## src/rtl/pb_ctrl_pkg.sv

```systemverilog
// Shared types and default timing values for the push-button gesture controller.
// The state codes are also visible on state_o, so their encodings are fixed here.
package pb_ctrl_pkg;

  typedef enum logic [2:0] {
    ST_IDLE   = 3'd0,
    ST_PRESS1 = 3'd1,
    ST_HELD   = 3'd2,
    ST_WAIT2  = 3'd3,
    ST_PRESS2 = 3'd4
  } state_e;

  localparam int LONG_TICKS_DEF   = 100;
  localparam int DBL_GAP_DEF      = 30;
  localparam int REPEAT_TICKS_DEF = 20;
  localparam int CNT_W_DEF        = 8;

endpackage

```

## src/rtl/pb_tick_cnt.sv

```systemverilog
// Tick counter shared by all gesture timing windows.
// When clr and inc are both high, clr takes priority.
module pb_tick_cnt
  import pb_ctrl_pkg::*;
#(
  parameter int CNT_W = CNT_W_DEF
) (
  input  logic             clk,
  input  logic             rst_n,
  input  logic             clr,
  input  logic             inc,
  output logic [CNT_W-1:0] cnt
);

  logic [CNT_W-1:0] cnt_d, cnt_q;

  always_comb begin
    cnt_d = cnt_q;
    if (clr)      cnt_d = '0;
    else if (inc) cnt_d = cnt_q + CNT_W'(1);
  end

  // NOTE: sequential state is updated only with non-blocking assignments, so every flop samples pre-edge values.
  always_ff @(posedge clk or negedge rst_n) begin
    if (!rst_n) cnt_q <= '0;
    else        cnt_q <= cnt_d;
  end

  assign cnt = cnt_q;

endmodule

```

## src/rtl/pb_gesture_ctrl.sv

```systemverilog
// Press-gesture classifier for one debounced button: short, long, double and auto-repeat pulses.
// Every output is a flop, so a pulse appears on the same edge as the state change that causes it.
module pb_gesture_ctrl
  import pb_ctrl_pkg::*;
#(
  parameter int LONG_TICKS   = LONG_TICKS_DEF,
  parameter int DBL_GAP      = DBL_GAP_DEF,
  parameter int REPEAT_TICKS = REPEAT_TICKS_DEF,
  parameter int CNT_W        = CNT_W_DEF
) (
  input  logic       clk,
  input  logic       rst_n,
  input  logic       en,
  input  logic       pb_deb,
  output logic       short_press,
  output logic       long_press,
  output logic       double_press,
  output logic       repeat_pulse,
  output logic       busy,
  output logic [2:0] state_o
);

  localparam logic [CNT_W-1:0] LONG_LAST = CNT_W'(LONG_TICKS - 1);
  localparam logic [CNT_W-1:0] DBL_LAST  = CNT_W'(DBL_GAP - 1);
  localparam logic [CNT_W-1:0] REP_LAST  = CNT_W'(REPEAT_TICKS - 1);

  state_e           state_d, state_q;
  logic             short_d, short_q;
  logic             long_d, long_q;
  logic             dbl_d, dbl_q;
  logic             rep_d, rep_q;
  logic             busy_d, busy_q;
  logic             cnt_clr, cnt_inc;
  logic [CNT_W-1:0] cnt;

  pb_tick_cnt #(.CNT_W(CNT_W)) u_tick_cnt (
    .clk   (clk),
    .rst_n (rst_n),
    .clr   (cnt_clr),
    .inc   (cnt_inc),
    .cnt   (cnt)
  );

  // NOTE: every signal is assigned a default before the case, so no path leaves one unassigned and no latch is inferred.
  always_comb begin
    state_d = state_q;
    cnt_clr = 1'b0;
    cnt_inc = 1'b0;
    short_d = 1'b0;
    long_d  = 1'b0;
    dbl_d   = 1'b0;
    rep_d   = 1'b0;
    if (!en) begin
      state_d = ST_IDLE;
      cnt_clr = 1'b1;
    end else begin
      unique case (state_q)
        ST_IDLE: begin
          cnt_clr = 1'b1;
          if (pb_deb) state_d = ST_PRESS1;
        end
        // A release on the long-timeout edge is still a release.
        ST_PRESS1: begin
          if (!pb_deb) begin
            state_d = ST_WAIT2;
            cnt_clr = 1'b1;
          end else if (cnt == LONG_LAST) begin
            state_d = ST_HELD;
            cnt_clr = 1'b1;
            long_d  = 1'b1;
          end else begin
            cnt_inc = 1'b1;
          end
        end
        ST_HELD: begin
          if (!pb_deb) begin
            state_d = ST_IDLE;
            cnt_clr = 1'b1;
          end else if (cnt == REP_LAST) begin
            cnt_clr = 1'b1;
            rep_d   = 1'b1;
          end else begin
            cnt_inc = 1'b1;
          end
        end
        // A second press on the gap-timeout edge still counts as a double press.
        ST_WAIT2: begin
          if (pb_deb) begin
            state_d = ST_PRESS2;
            cnt_clr = 1'b1;
            dbl_d   = 1'b1;
          end else if (cnt == DBL_LAST) begin
            state_d = ST_IDLE;
            cnt_clr = 1'b1;
            short_d = 1'b1;
          end else begin
            cnt_inc = 1'b1;
          end
        end
        ST_PRESS2: begin
          cnt_clr = 1'b1;
          if (!pb_deb) state_d = ST_IDLE;
        end
        default: begin
          state_d = ST_IDLE;
          cnt_clr = 1'b1;
        end
      endcase
    end
    busy_d = (state_d != ST_IDLE);
  end

  always_ff @(posedge clk or negedge rst_n) begin
    if (!rst_n) begin
      state_q <= ST_IDLE;
      short_q <= 1'b0;
      long_q  <= 1'b0;
      dbl_q   <= 1'b0;
      rep_q   <= 1'b0;
      busy_q  <= 1'b0;
    end else begin
      state_q <= state_d;
      short_q <= short_d;
      long_q  <= long_d;
      dbl_q   <= dbl_d;
      rep_q   <= rep_d;
      busy_q  <= busy_d;
    end
  end

  assign short_press  = short_q;
  assign long_press   = long_q;
  assign double_press = dbl_q;
  assign repeat_pulse = rep_q;
  assign busy         = busy_q;
  assign state_o      = state_q;

endmodule

```

## config.mk

```make
export PLATFORM = sky130hd
export DESIGN_NAME = pb_gesture_ctrl
export DESIGN_NICKNAME = d
export VERILOG_FILES = /design/src/rtl/pb_ctrl_pkg.sv /design/src/rtl/pb_tick_cnt.sv /design/src/rtl/pb_gesture_ctrl.sv
export SDC_FILE = /design/constraint.sdc
export NUM_CORES = 1
export LEC_CHECK = 0
export CAP_MARGIN = 20
export CORE_AREA = 2 2 55 42
export DETAILED_ROUTE_END_ITERATION = 12
export DIE_AREA = 0 0 57 44
export GPL_TIMING_DRIVEN = 0
export PLACE_DENSITY = 0.73
export SYNTH_ARGS = -nofsm -noshare
export SYNTH_HDL_FRONTEND = slang
export SYNTH_SLANG_ARGS = --single-unit
```

## constraint.sdc

```tcl
create_clock -name clk -period 2.4 [get_ports clk]
set_input_delay 0.48 -clock clk [delete_from_list [all_inputs] [get_ports clk]]
set_output_delay 0.48 -clock clk [all_outputs]
set_load 0.05 [all_outputs]
```

==> results.sh <==
export IMPL_status="completed"
export IMPL_reg2reg_from="u_tick_cnt.cnt[0]$_DFFE_PN0P_"
export IMPL_layout_commonest_cell="dfrtp_1"
export IMPL_portBuffers=10
export IMPL_cp_top_family="simple AND/OR/NAND/NOR gates"
export IMPL_dr_pass1_iters=4
export IMPL_core_area_um2=2000
export IMPL_worst_path_max_fanout=8
export IMPL_slew_headroom_pct=52.6
export IMPL_netlist_instances=108
export IMPL_start_util_pct=49.4
export IMPL_clkTransAtPathRegs_ps=90
export IMPL_critPathBufInv=0
export IMPL_drv_cap=0
export IMPL_r2r_end="u_tick_cnt.cnt[7]$_DFFE_PN0P_"
export IMPL_startpoint="u_tick_cnt.cnt[0]$_DFFE_PN0P_"
export IMPL_cts_sink_count=16
export IMPL_tightest_slew_ps=709
export IMPL_grt_start_max_net_pins=17
export IMPL_rr_worst_depth=6
export IMPL_start_kind="flop"
export IMPL_grt_first_pass_wirelength_mm=3.42
export IMPL_cp_required_ps=2560
export IMPL_r2r_setup_slack_ps=150
export IMPL_final_cell_mix="16 x dfrtp_1, 10 x nand2_1, 10 x clkdlybuf4s50_1"
export IMPL_synth_ff_type="dfrtp_1"
export IMPL_hold_viol_final=0
export IMPL_clk_latency_ps=290
export IMPL_numCtsBuffers=3
export IMPL_die_h_um=44
export IMPL_ys_top_cells_by_area="dfrtp_1 41%, nand3_1 4.1%, nand2_1 3.8%, a21oi_1 3.6%, or4b_1 3.0%"
export IMPL_seq_area_frac_synth_pct=40.6
export IMPL_hpwl_mm=1.54
export IMPL_rsz0062_at_grt="false"
export IMPL_cpMaxStageDelayCell="or4b_1"
export IMPL_hold_path_class="primary input to flop"
export IMPL_syn_nets=114
export IMPL_slew_viol_final=0
export IMPL_critical_path_class="flop to flop"
export IMPL_antenna_cells=0
export IMPL_path_depth=6
export IMPL_layoutNonFillerInstCount=146
export IMPL_drive_gt1_share_pct=12.3
export IMPL_antenna_found_initial=0
export IMPL_yosysTopAreaCell="dfrtp_1"
export IMPL_place_congestion=0.821
export IMPL_vias_per_cell=5.99
export IMPL_grt_total_usage_pct=17.9
export IMPL_num_nets_final=129
export IMPL_grt_pass1_vias=772
export IMPL_synth_area_per_cell_um2=9.13
export IMPL_ir_drop_v=0.000400
export IMPL_crit_chain="ha_1 -> or4b_1 -> or2_2 -> nand4_1 -> a211o_1 -> a21oi_1"
export IMPL_fin_setup_tns_ps=0
export IMPL_fmax_mhz=444
export IMPL_synth_seq_cells=16
export IMPL_ctsResizeCount=0
export IMPL_synth_cell_type_count=41
export IMPL_multi_input_area_um2=533
export IMPL_top_level_ports=12
export IMPL_fp_dieW_um=57
export IMPL_yosys_warnings=0
export IMPL_synth_edf_count=0
export IMPL_htreeDepth=1
export IMPL_area_growth_pct=16.9
export IMPL_skew_ps=1.78
export IMPL_dp_cells=142
export IMPL_seqCellArea_um2=400
export IMPL_num_fill_cells=179
export IMPL_arrival_ps=2410
export IMPL_totalWireLength_mm=2.06
export IMPL_dieArea_um2=2510
export IMPL_ant_nets=0
export IMPL_setup_viol=0
export IMPL_total_power_uw=555
export IMPL_cts_tree="built"
export IMPL_ctsLongestPathBuffers=2
export IMPL_syn_area_um2=986
export IMPL_slowest_delay_ps=520
export IMPL_rows=14
export IMPL_power_density_nw_per_um2=482
export IMPL_wire_per_inst_um=14.1
export IMPL_cp_end_kind="flop"
export IMPL_grt_overflow_total=0
export IMPL_cts_root_buf="clkbuf_4"
export IMPL_drc=0
export IMPL_synth_top_cell_area_share_pct=40.6
export IMPL_vias=874
export IMPL_finalCritPeriodShare_pct=93.8
export IMPL_initialDrtViolationCount=43
export IMPL_async_flop_share_pct=100
export IMPL_period_needed_ps=2250
export IMPL_cts_hold_buf=0
export IMPL_post_cts_buffers=0
export IMPL_crit_path_end="u_tick_cnt.cnt[7]$_DFFE_PN0P_"
export IMPL_leakage_nw=0.443
-- per-stage QoR --
| step | hold slack (ps) | util (%) | worst slack [ps] | cell area [um2] |
|---|---|---|---|---|
| floorplan | 184 | - | 249 | 986 |
| global placement | 516 | 55.9 | 211 | 1120 |
| detailed placement | 529 | 55.9 | 183 | 1120 |
| CTS | 519 | 57.7 | 161 | 1150 |
| global route | 506 | 57.7 | 7.73 | 1150 |
| finish | 525 | 57.7 | 149 | 1150 |
-- layout make-up --
class / count / share of cell area, %
inverters: 4 / 1.30
well taps: 24 / 2.61
clock buffers: 4 / 3.15
flip-flops and latches: 16 / 34.7
multi-input cells: 81 / 46.3
plain buffers: 7 / 3.26
repair buffers: 10 / 8.69
-- flip-flops by register name, indices dropped and copies added, names as in the netlist --
| name | count |
|---|---|
| state_o | 3 |
| long_press | 1 |
| busy | 1 |
| repeat_pulse | 1 |
| short_press | 1 |
| double_press | 1 |
| u_tick_cnt.cnt | 8 |
-- cell usage after synthesis, types with 3 or more instances --
| cell type | n |
|---|---|
| dfrtp_1 | 16 |
| nand2_1 | 10 |
| nand3_1 | 8 |
| a21oi_1 | 7 |
| nor2_1 | 5 |
| o21ai_0 | 5 |
| inv_1 | 4 |
| nor2b_1 | 4 |
| buf_2 | 3 |
| clkbuf_1 | 3 |
| or3_1 | 3 |
| or4b_1 | 3 |
-- layer usage --
| layer | GRT usage (%) | part of all wire, % |
|---|---|---|
| met1 | 26.1 | 50 |
| met2 | 25.1 | 44 |
| met3 | 5.37 | 4.9 |
| met4 | 6.98 | 0.63 |
| met5 | 0 | 0 |
-- logic make-up after synthesis --
family / Yosys count / synth area share [%]
buffers and inverters: 11 / 5.33
AO/OA/AOI/OAI: 25 / 16.4
AND/OR/NAND/NOR: 51 / 31.6
adder cells (fa/ha/maj): 2 / 2.54
flip-flops: 16 / 40.6
multiplexers: 1 / 1.02
XOR/XNOR: 2 / 2.54
-- worst min path at each step --
stage                                              from                       endpoint  slack (ps)  cells past startpoint
after floorplan                                   rst_n                 busy$_DFF_PN0_         180                      0
after global placement    u_tick_cnt.cnt[0]$_DFFE_PN0P_  u_tick_cnt.cnt[0]$_DFFE_PN0P_         520                      1
after detailed placement  u_tick_cnt.cnt[0]$_DFFE_PN0P_  u_tick_cnt.cnt[0]$_DFFE_PN0P_         530                      1
after CTS                                        pb_deb           state_o[2]$_DFF_PN0_         520                      2
after global routing                             pb_deb           state_o[2]$_DFF_PN0_         510                      2
final                                            pb_deb           state_o[2]$_DFF_PN0_         520                      2
-- report_power, final --
part / leakage (nW) / total (mW) / switching [mW] / internal, mW
clock network: 0.0210 / 0.178 / 0.0856 / 0.0924
registers: 0.220 / 0.284 / 0.00823 / 0.275
logic: 0.202 / 0.0935 / 0.0595 / 0.0340
total: 0.443 / 0.555 / 0.153 / 0.402
No activity file was read; power rests on OpenSTA's default activity.
